**config.mk**
```make
export PLATFORM = sky130hd
export DESIGN_NAME = mem_port_arbiter
export DESIGN_NICKNAME = d
export VERILOG_FILES = /design/src/rtl/mem_port_arbiter.sv
export SDC_FILE = /design/constraint.sdc
export NUM_CORES = 1
export LEC_CHECK = 0
export CAP_MARGIN = 20
export CORE_AREA = 3 3 635 637
export DETAILED_ROUTE_END_ITERATION = 10
export DIE_AREA = 0 0 638 640
export DONT_BUFFER_PORTS = 1
export PLACE_DENSITY = 0.3
export SYNTH_ARGS = -nofsm -noshare
export SYNTH_HDL_FRONTEND = slang
export SYNTH_SLANG_ARGS = --single-unit
export TNS_END_PERCENT = 5
```
**constraint.sdc**
```tcl
create_clock -name clk_i -period 2.3 [get_ports clk_i]
set_input_delay 0.46 -clock clk_i [delete_from_list [all_inputs] [get_ports clk_i]]
set_output_delay 0.46 -clock clk_i [all_outputs]
set_load 0.05 [all_outputs]
```
**src/rtl/mem_port_arbiter.sv**
```systemverilog
// Two-requester round-robin arbiter for the shared 256-bit Data_Memory port
// (requester 0 = data cache, requester 1 = instruction-side cache).
// Latency: grant registered at the edge a request is sampled in IDLE; ack one
// cycle after mem_ack_i is sampled; minimum grant-to-grant spacing 3 cycles.
// Backpressure: requesters hold enable until their ack; the memory stalls the
// owner by withholding mem_ack_i, and a saturating watchdog flags err_o.
//
// Ports:
//   clk_i, rst_i                      clock, synchronous active-high reset
//   reqN_enable/write/addr/data_i     request from requester N (held until ack)
//   reqN_ack_o, reqN_data_o           one-cycle completion pulse and line
//   mem_enable/write/addr/data_o      memory-side request (latched copy)
//   mem_ack_i, mem_data_i             memory completion and read line
//   grant_o                           one-hot owner, 00 when idle
//   busy_o, err_o                     not-idle flag, sticky error flag
module mem_port_arbiter #(
  parameter int ADDR_WIDTH = 32,
  parameter int LINE_WIDTH = 256,
  parameter int TIMEOUT    = 64
) (
  input  logic                  clk_i,
  input  logic                  rst_i,
  input  logic                  req0_enable_i,
  input  logic                  req0_write_i,
  input  logic [ADDR_WIDTH-1:0] req0_addr_i,
  input  logic [LINE_WIDTH-1:0] req0_data_i,
  output logic                  req0_ack_o,
  output logic [LINE_WIDTH-1:0] req0_data_o,
  input  logic                  req1_enable_i,
  input  logic                  req1_write_i,
  input  logic [ADDR_WIDTH-1:0] req1_addr_i,
  input  logic [LINE_WIDTH-1:0] req1_data_i,
  output logic                  req1_ack_o,
  output logic [LINE_WIDTH-1:0] req1_data_o,
  output logic                  mem_enable_o,
  output logic                  mem_write_o,
  output logic [ADDR_WIDTH-1:0] mem_addr_o,
  output logic [LINE_WIDTH-1:0] mem_data_o,
  input  logic                  mem_ack_i,
  input  logic [LINE_WIDTH-1:0] mem_data_i,
  output logic [1:0]            grant_o,
  output logic                  busy_o,
  output logic                  err_o
);

  typedef enum logic [1:0] {IDLE, BUSY, RELEASE} state_t;

  localparam logic [7:0] TIMEOUT_CNT = 8'(TIMEOUT);

  state_t                state, state_nxt;
  logic                  last, last_nxt;     // requester served most recently
  logic                  owner, owner_nxt;   // requester holding the port
  logic [7:0]            wd, wd_nxt;         // BUSY cycles without ack
  logic                  pick;
  logic                  err_nxt;
  logic [1:0]            grant_nxt;
  logic                  enable_nxt;
  logic                  write_nxt;
  logic [ADDR_WIDTH-1:0] addr_nxt;
  logic [LINE_WIDTH-1:0] wdata_nxt;
  logic                  ack0_nxt, ack1_nxt;
  logic [LINE_WIDTH-1:0] rdata0_nxt, rdata1_nxt;
  logic                  busy_nxt;

  always_ff @(posedge clk_i) begin
    if (rst_i) begin
      state        <= IDLE;
      last         <= 1'b1;
      owner        <= 1'b0;
      wd           <= 8'd0;
      err_o        <= 1'b0;
      grant_o      <= 2'b00;
      mem_enable_o <= 1'b0;
      mem_write_o  <= 1'b0;
      mem_addr_o   <= '0;
      mem_data_o   <= '0;
      req0_ack_o   <= 1'b0;
      req1_ack_o   <= 1'b0;
      req0_data_o  <= '0;
      req1_data_o  <= '0;
      busy_o       <= 1'b0;
    end else begin
      state        <= state_nxt;
      last         <= last_nxt;
      owner        <= owner_nxt;
      wd           <= wd_nxt;
      err_o        <= err_nxt;
      grant_o      <= grant_nxt;
      mem_enable_o <= enable_nxt;
      mem_write_o  <= write_nxt;
      mem_addr_o   <= addr_nxt;
      mem_data_o   <= wdata_nxt;
      req0_ack_o   <= ack0_nxt;
      req1_ack_o   <= ack1_nxt;
      req0_data_o  <= rdata0_nxt;
      req1_data_o  <= rdata1_nxt;
      busy_o       <= busy_nxt;
    end
  end

  // Every output is computed one cycle ahead and registered, so nothing on the
  // memory side depends combinationally on the requester inputs.
  always_comb begin
    state_nxt  = state;
    last_nxt   = last;
    owner_nxt  = owner;
    wd_nxt     = wd;
    err_nxt    = err_o;
    grant_nxt  = grant_o;
    enable_nxt = mem_enable_o;
    write_nxt  = mem_write_o;
    addr_nxt   = mem_addr_o;
    wdata_nxt  = mem_data_o;
    ack0_nxt   = 1'b0;
    ack1_nxt   = 1'b0;
    rdata0_nxt = req0_data_o;
    rdata1_nxt = req1_data_o;
    pick       = 1'b0;

    case (state)
      IDLE: begin
        if (mem_ack_i) err_nxt = 1'b1;
        if (req0_enable_i || req1_enable_i) begin
          // On a tie the requester not served last wins; otherwise the sole one.
          pick       = (req0_enable_i && req1_enable_i) ? ~last : req1_enable_i;
          owner_nxt  = pick;
          grant_nxt  = pick ? 2'b10 : 2'b01;
          enable_nxt = 1'b1;
          write_nxt  = pick ? req1_write_i : req0_write_i;
          addr_nxt   = pick ? req1_addr_i  : req0_addr_i;
          wdata_nxt  = pick ? req1_data_i  : req0_data_i;
          wd_nxt     = 8'd0;
          state_nxt  = BUSY;
        end
      end
      BUSY: begin
        if (mem_ack_i) begin
          enable_nxt = 1'b0;
          last_nxt   = owner;
          state_nxt  = RELEASE;
          // The returned line is loaded straight into the owner's output so it
          // is valid in the same cycle as the ack pulse, writes included.
          if (owner) begin
            ack1_nxt   = 1'b1;
            rdata1_nxt = mem_data_i;
          end else begin
            ack0_nxt   = 1'b1;
            rdata0_nxt = mem_data_i;
          end
        end else if (wd < TIMEOUT_CNT) begin
          // Saturating count; the transaction keeps waiting after the flag.
          wd_nxt = wd + 8'd1;
          if (wd + 8'd1 == TIMEOUT_CNT) err_nxt = 1'b1;
        end
      end
      RELEASE: begin
        if (mem_ack_i) err_nxt = 1'b1;
        grant_nxt = 2'b00;
        state_nxt = IDLE;
      end
      default: begin
        grant_nxt  = 2'b00;
        enable_nxt = 1'b0;
        state_nxt  = IDLE;
      end
    endcase

    busy_nxt = (state_nxt != IDLE);
  end

endmodule

```
# ---- Word-level counts from Yosys, hierarchy flattened
# Index checks and enable logic that the tools add are counted.
# Widths: inputs -> output; s select.
dict set report totals {
  reg_bits 820
  word_cells 71
}
dict set report classes {
  addsub 1
  order_cmp 1
  n_eq_ne 9
  muxes 24
  bitwise 5
  reduce_logical 16
}
# cell count
set ops {}
lappend ops {{$mux 256} 1}
lappend ops {{$mux 32} 1}
lappend ops {{$mux 8} 3}
lappend ops {{$pmux 8 s2} 1}
lappend ops {{$mux 1} 10}
lappend ops {{$ne 2x2->1 const B} 5}
lappend ops {{$reduce_and 3->1} 3}
lappend ops {{$add 8x1->8 const B} 1}
lappend ops {{$eq 8x7->1 const B} 1}
lappend ops {{$lt 8x7->1 const B} 1}
lappend ops {{$mux 2} 4}
lappend ops {{$pmux 2 s2} 2}
lappend ops {{$reduce_and 2->1} 3}
lappend ops {{$reduce_bool 2->1} 3}
lappend ops {{$not 1->1} 5}
lappend ops {{$reduce_and 5->1} 1}
lappend ops {{$reduce_and 4->1} 1}
lappend ops {{$pmux 1 s3} 1}
lappend ops {{$reduce_or 3->1} 1}
lappend ops {{$eq 2x1->1 const B} 1}
lappend ops {{$eq 2x2->1 const B} 1}
lappend ops {{$logic_not 2->1} 1}
lappend ops {{$ne 2x1->1 const B} 1}
lappend ops {{$pmux 1 s2} 1}
lappend ops {{3 further kinds} 3}

# ---- Longest topological paths before layout
# Gate-level depths: netlist of the first run.
dict set report depth {
  word_depth 6
  depth_mapped 8
  depth_no_buf 5
}

# ---- Worst setup path before layout of the first run
# No wires, ideal clock.
dict set report synth_path {
  path_type {register to register}
  startpoint {reg state[0]}
  endpoint {reg wd[2]}
  setup_time_ps 86
  arrival_ps 1556
  setup_slack_ps 659
  stages_incl_launch_ff 5
  n_path_buf 0
  cell_sequence {dfxtp_1 -> or3b_4 -> nor3_4 -> mux2_2 -> a211oi_1}
}
dict set report synth_between {
  elab_chain_cells 3
}
# item line_no
set synth_lines {}
lappend synth_lines {{start, declared} 50} ;# state_t state, state_nxt;
lappend synth_lines {{start signal, assigned} 83} ;# state <= state_nxt;
lappend synth_lines {{$eq 2x1->1 / $logic_not 2->1 (equally long branches)} 120} ;# case (state)
lappend synth_lines {{$ne 2x2->1 (no source line) / $reduce_bool 2->1 (equally long branches)} --}
lappend synth_lines {{$reduce_and 4->1 (no source line)} --}
lappend synth_lines {{end signal, assigned} 86} ;# wd <= wd_nxt;
lappend synth_lines {{end, declared} 53} ;# logic [7:0] wd, wd_nxt;
# Several ways; a longest one is shown, not always the timed one.
# A chain may end at the register's enable or synchronous reset.

# ---- Worst setup path in the final report of the first run
dict set report layout_path {
  startpoint {reg state[1]}
  endpoint {reg mem_data_o[150]}
}
dict set report layout_between {
  elab_chain_cells 2
}
# item line_no
set layout_lines {}
lappend layout_lines {{$logic_not 2->1} 120}
lappend layout_lines {{$reduce_and 2->1 (no source line)} --}
lappend layout_lines {{end signal, assigned} 92} ;# mem_data_o <= wdata_nxt;
lappend layout_lines {{end, declared} 38} ;# output logic [LINE_WIDTH-1:0] mem_data_o,
# No other way between the ends.

==> results of run 1 <==
-- stage by stage --
| stage | util [%] | setup TNS [ns] | cell area (um^2) | std cells | setup WS, ns |
|---|---|---|---|---|---|
| finish | 12.1 | -0.00191 | 48300 | 9197 | -0.00191 |
| global route | 12.1 | -0.318 | 48200 | 9167 | -0.0439 |
| CTS | 12.0 | 0 | 47800 | 9099 | 0.000100 |
| detailed placement | 8.96 | 0 | 35700 | 8058 | 0.0990 |
| global placement | 8.96 | 0 | 35700 | 8058 | 0.127 |
| floorplan | - | 0 | 27700 | 2770 | 0.659 |
-- area by class of cell --
type                       count  area share (%)
clock inverter                33           0.710
multi-input combinational   1670            20.5
inverter                       4          0.0311
sequential                   820            34.0
timing repair buffer        1172            24.1
clock buffer                 155            6.54
tap                         5265            13.6
antenna                       78           0.404
-- registers in the layout (all words and copies together), names as in the netlist, 2 cells and up --
register     flops
state            2
mem_data_o     256
wd               8
mem_addr_o      32
grant_o          2
req1_data_o    256
req0_data_o    256
-- cell usage in the layout (no fill, tap or decap), drive strengths merged, types with 6 or more instances in the layout --
cell	n
nand2	519
diode	78
a21oi	270
dfxtp	820
clkinv	16
dlygate4sd3	862
buf	308
a22o	256
nor2	301
clkinvlp	6
inv	11
a222oi	289
clkbuf	156
-- kinds of logic after synthesis --
family / Yosys count / share of synthesized area [%]
AO/OA/AOI/OAI: 826 / 23.7
XOR/XNOR: 1 / 0.0317
adder cells (fa/ha/maj): 1 / 0.0452
buffers and inverters: 280 / 5.01
flip-flops: 820 / 59.3
multiplexers: 4 / 0.154
AND/OR/NAND/NOR: 838 / 11.7
-- worst paths after layout --
path / startpoint / end / slack (ns) / cells after the start
setup / recovery: state[1] / mem_data_o[150] / -0.002 / 8
hold / removal: rst_i / req0_data_o[201] / 0.05 / 1
setup reg to reg: state[1] / mem_data_o[150] / -0.002 / 8
hold reg to reg: req0_data_o[140] / req0_data_o[140] / 0.46 / 2
-- what timing repair did --
action                                 4_1_cts  5_1_grt
setup endpoints to repair                    2       40
cloned                                       0        1
pin swaps                                    0        3
endpoints found under the hold margin      812      102
buffers inserted                             0        4
gates resized for setup                      2       18
hold buffers                               853       15
-- critical path, cell delays in order, from the launching register on --
cell	delay, ns
dfxtp_1	0.33
nor2_1	0.05
buf_4	0.17
and3_4	0.20
buf_12	0.16
buf_12	0.21
a222oi_1	0.28
dlygate4sd3_1	0.62
nor2_1	0.05
-- where the power goes --
group	internal (uW)	total (uW)	switching [uW]
registers	14900	17700	2760
logic	2280	5760	3470
clock network	9950	17100	7160
total	27200	40600	13400
-- metal layers --
| layer | wire length (um) | vias up |
|---|---|---|
| met1 | 95200 | 14900 |
| li1 | - | 12400 |
| met2 | 141000 | 2008 |
| met5 | 690 | - |
| met3 | 32300 | 634 |
| met4 | 14300 | 102 |
==> results.sh, run 1 <==
export IMPL_clock_latency_ns=0.83
export IMPL_timing_hold_ws_ns=0.0490
export IMPL_dr_pass1_iters=11
export IMPL_cp_required_ns=2.98
export IMPL_dp_hpwl_um=234000
export IMPL_cts_buffers=108
export IMPL_cts_num_sinks=820
export IMPL_finalCritPeriodShare_pct=100
export IMPL_gp_congestion=1.17
export IMPL_synth_most_common_cell="dfxtp_1"
export IMPL_cp_start_kind="register"
export IMPL_ys_flop_type="dfxtp_1"
export IMPL_ys_types=36
export IMPL_nFillCells=45500
export IMPL_vias=30000
export IMPL_synth_area_top_cells="dfxtp_1 59%, a222oi_1 10%, a22o_1 8.1%"
export IMPL_clock_path_buffers=4
export IMPL_worst_ep_arrival_time_ns=2.98
export IMPL_die_h_um=640
export IMPL_cts_tree="yes"
export IMPL_detail_route_wl_per_cell_um=30.8
export IMPL_violations="DRC, setup timing"
export IMPL_syn_nets=3610
export IMPL_drive_gt1_share_pct=12.9
export IMPL_crit_path_max_fanout=23
export IMPL_max_cap_viol_count=0
export IMPL_ys_seq_elements=820
export IMPL_yosys_warnings=0
export IMPL_drc=4
export IMPL_hp_class="input port to register"
export IMPL_hold_viol_final=0
export IMPL_area_growth_pct=74.5
export IMPL_final_nets=4616
export IMPL_avgSynthCellArea_um2=9.99
export IMPL_power_leakage_uw=0.0168
export IMPL_viasPerCell=3.26
export IMPL_die_w_um=638
export IMPL_rsz0062_at_grt="true"
export IMPL_dieArea_um2=408000
export IMPL_htreeDepth=3
export IMPL_fp_coreArea_um2=399000
export IMPL_power_uw=40600
export IMPL_use_met2_pct=23.0
export IMPL_clock_fmax_ghz=0.434
export IMPL_seqCellArea_um2=16400
export IMPL_yosys_top_cells_count="820 x dfxtp_1, 518 x nand2_1, 301 x nor2_1, 289 x a222oi_1, 270 x a21oi_1"
export IMPL_grt_use_met3_pct=6.11
export IMPL_syn_inst=2770
export IMPL_grt_busiest_layer="met2"
export IMPL_grt_usage_pct=13.1
export IMPL_relSlewSlack_pct=22.0
export IMPL_peakVddDrop_uv=536
export IMPL_synth_top_area_share_pct=59.3
export IMPL_ioPinCount=1647
export IMPL_multi_input_area_um2=9920
export IMPL_antenna_found_initial=186
export IMPL_finalSetupViolCount=1
export IMPL_fin_ws_ns=-0.00191
export IMPL_drtIter0Drc=3888
export IMPL_final_antenna_net_count=0
export IMPL_status="finished with violations"
export IMPL_port_buffers=0
export IMPL_path_clk_slew_ns=0.06
export IMPL_critical_path_class="register to register"
export IMPL_cp_end_kind="register"
export IMPL_synth_edf_count=0
export IMPL_start_util_pct=6.94
export IMPL_cts_root_buf="clkbuf_16"
export IMPL_yosysTopAreaCell="dfxtp_1"
export IMPL_worstMarginPinSlew_ns=1.17
export IMPL_gr_usage_met1_pct=13.2
export IMPL_final_max_slew_violation_count=0
export IMPL_fin_skew_ns=0.0499
export IMPL_syn_area_um2=27700
export IMPL_power_density_nw_per_um2=840
export IMPL_grt_max_degree=285
export IMPL_rows=232
export IMPL_grt_pass1_vias=28200
export IMPL_async_reset_ff_share_pct=0
export IMPL_synth_seq_area_share_pct=59.3
export IMPL_grt_pass1_wl_um=346000
export IMPL_grt_ovfl_total=0
export IMPL_final_min_clock_period_ns=2.30
export IMPL_drt_wl_total_um=283000
Note: power is estimated with default switching activity, not from simulation.
==> run 2, diff against run 1 <==
--- a/config.mk
+++ b/config.mk
@@ -10,7 +10,7 @@
 export DETAILED_ROUTE_END_ITERATION = 10
 export DIE_AREA = 0 0 638 640
 export DONT_BUFFER_PORTS = 1
-export PLACE_DENSITY = 0.3
+export PLACE_DENSITY_LB_ADDON = 0.1
 export SYNTH_ARGS = -nofsm -noshare
 export SYNTH_HDL_FRONTEND = slang
 export SYNTH_SLANG_ARGS = --single-unit
==> run 2 against run 1 <==
Compared with the run above:
- largest cell class unchanged
- first-iteration DRC count decreased by 26%
- sequential share of layout area barely moved
- the flow now finishes without violations
- combinational power decreased by 11%
- flip-flop and latch count unchanged
- largest power group is now clock
==> results.sh, run 2 (synthesis results as in run 1) <==
export IMPL_status="completed"
export IMPL_layout_common_cells="906 x dlygate4sd3_1, 809 x dfxtp_1, 515 x nand2_1"
export IMPL_final_nets=4560
export IMPL_die_w_um=638
export IMPL_worstReg2RegEnd="mem_data_o[127]"
export IMPL_worstMarginPinSlew_ns=1.15
export IMPL_hold_depth=2
export IMPL_rrSetupSlack_ns=0.03
export IMPL_cts_root_buf="clkbuf_16"
export IMPL_vias=28600
export IMPL_crit_path_cell_trace="nor2_1, buf_4, and3_4, buf_12, buf_6, a222oi_1, dlygate4sd3_1, nor2_1"
export IMPL_htreeDepth=3
export IMPL_worst_ep_arrival_time_ns=2.94
export IMPL_drtIter0Drc=2868
export IMPL_ioPinCount=1647
export IMPL_grt_ovfl_total=0
export IMPL_grt_pass1_wl_um=311000
export IMPL_clock_latency_ns=0.88
export IMPL_fp_coreArea_um2=399000
export IMPL_dieArea_um2=408000
export IMPL_grt_usage_pct=11.4
export IMPL_hp_class="input port to register"
export IMPL_relSlewSlack_pct=23.1
export IMPL_clock_path_buffers=4
export IMPL_hold_path_startpoint="rst_i"
export IMPL_final_common_cell="dlygate4sd3_1"
export IMPL_fin_skew_ns=0.0568
export IMPL_start_util_pct=6.94
export IMPL_grt_max_degree=565
export IMPL_pre_cts_ws_ns=0.0715
export IMPL_drc=0
export IMPL_critical_path_class="register to register"
export IMPL_finalCritPeriodShare_pct=98.8
export IMPL_area_growth_pct=74.5
export IMPL_clock_fmax_ghz=0.440
export IMPL_drive_gt1_share_pct=10.4
export IMPL_viasPerCell=3.13
export IMPL_reg_largest_list="mem_data_o: 256 flops, req0_data_o: 256 flops, req1_data_o: 256 flops"
export IMPL_antenna_found_initial=164
export IMPL_peakVddDrop_uv=583
export IMPL_crit_top_cell="nor2_1"
export IMPL_path_clk_slew_ns=0.06
export IMPL_rsz0062_at_grt="true"
export IMPL_crit_path_max_fanout=29
export IMPL_dp_hpwl_um=196000
export IMPL_cp_start_kind="register"
export IMPL_cts_num_sinks=820
export IMPL_port_buffers=0
export IMPL_final_min_clock_period_ns=2.27
export IMPL_cts_buffers=122
export IMPL_die_h_um=640
export IMPL_min_to="req0_data_o[202]"
export IMPL_cts_tree="yes"
export IMPL_rows=232
export IMPL_crit_path_start="state[1]"
export IMPL_power_density_nw_per_um2=870
export IMPL_final_max_slew_violation_count=0
export IMPL_max_cap_viol_count=0
export IMPL_reg2regPathDepth=8
export IMPL_hold_viol_final=0
export IMPL_finalSetupViolCount=0
export IMPL_cp_required_ns=2.97
export IMPL_cp_slowest_cell="dlygate4sd3_1"
export IMPL_detail_route_wl_per_cell_um=27.3
export IMPL_gp_congestion=0.868
export IMPL_rr_startpoint="state[1]"
export IMPL_final_antenna_net_count=0
export IMPL_power_leakage_uw=0.0169
export IMPL_fin_ws_ns=0.0287
export IMPL_cp_end_kind="register"
export IMPL_dr_pass1_iters=11
export IMPL_tns_ns=0
export IMPL_drt_wl_total_um=249000
export IMPL_max_stage_delay_ns=0.62
export IMPL_grt_pass1_vias=27900
==> run 2: layer usage <==
metal | wire length (um) | track usage [%] | part of all wire (%)
met5 | 324 | 0 | 0.13
met2 | 131000 | 21.3 | 53
met4 | 9190 | 3.92 | 3.7
met3 | 20600 | 3.98 | 8.3
met1 | 88200 | 11.8 | 35
==> run 2: layout make-up <==
cell class                      instances  area [um^2]
Inverter                                4         15.0
Timing Repair Buffer                 1102        11200
Clock buffer                          183         3610
Antenna cell                           62          155
Sequential cell                       820        16400
Multi-Input combinational cell       1670         9930
Clock inverter                         33          345
Fill cell                           45500       350000
Tap cell                             5265         6590
==> run 2: through the flow <==
stage | cell area, um^2 | hold WS, ns | power, uW | instances | utilization [%]
after floorplan | 27700 | 0.426 | 19900 | 2770 | -
after detailed placement | 34500 | 0.451 | 21400 | 7922 | 8.67
after global placement | 34500 | 0.453 | 21400 | 7922 | 8.67
after CTS | 47700 | -0.397 | 42800 | 9056 | 12.0
final | 48300 | 0.0783 | 42000 | 9139 | 12.1
after global routing | 48200 | 0.0109 | 43800 | 9113 | 12.1
==> run 2: report_power, final <==
part | internal (uW) | switching (uW) | leakage (uW)
clock network | 11000 | 7820 | 0.00192
logic | 2210 | 2920 | 0.00826
registers | 14900 | 3120 | 0.00668
==> run 2: worst max-delay path by stage <==
stage                  endpoint  slack (ns)  cells past startpoint
2_1_floorplan             wd[2]        0.66                      4
3_3_place_gp     mem_data_o[53]        0.07                      6
3_5_place_dp     mem_data_o[65]        0.07                      6
4_1_cts         req1_data_o[51]       0.003                      1
5_1_grt        req0_data_o[196]       -0.04                      8
6_report        mem_data_o[127]        0.03                      8
==> run 2: repair_timing <==
item / 4_1_cts / 5_1_grt
hold buffers: 918 / 8
hold endpoints to repair: 819 / 85
gates cloned: 0 / 3
setup buffers: 0 / 10
gates resized for setup: 11 / 29
endpoints found under the setup margin: 11 / 156
pin swaps: 0 / 3
==> run 2: worst max-delay path: cells and delay by family, from the launching register on <==
family          cells  cell delay (ns)
simple gates        3             0.28
compound gates      1             0.39
buf+inv             4             1.10
flops               1             0.33
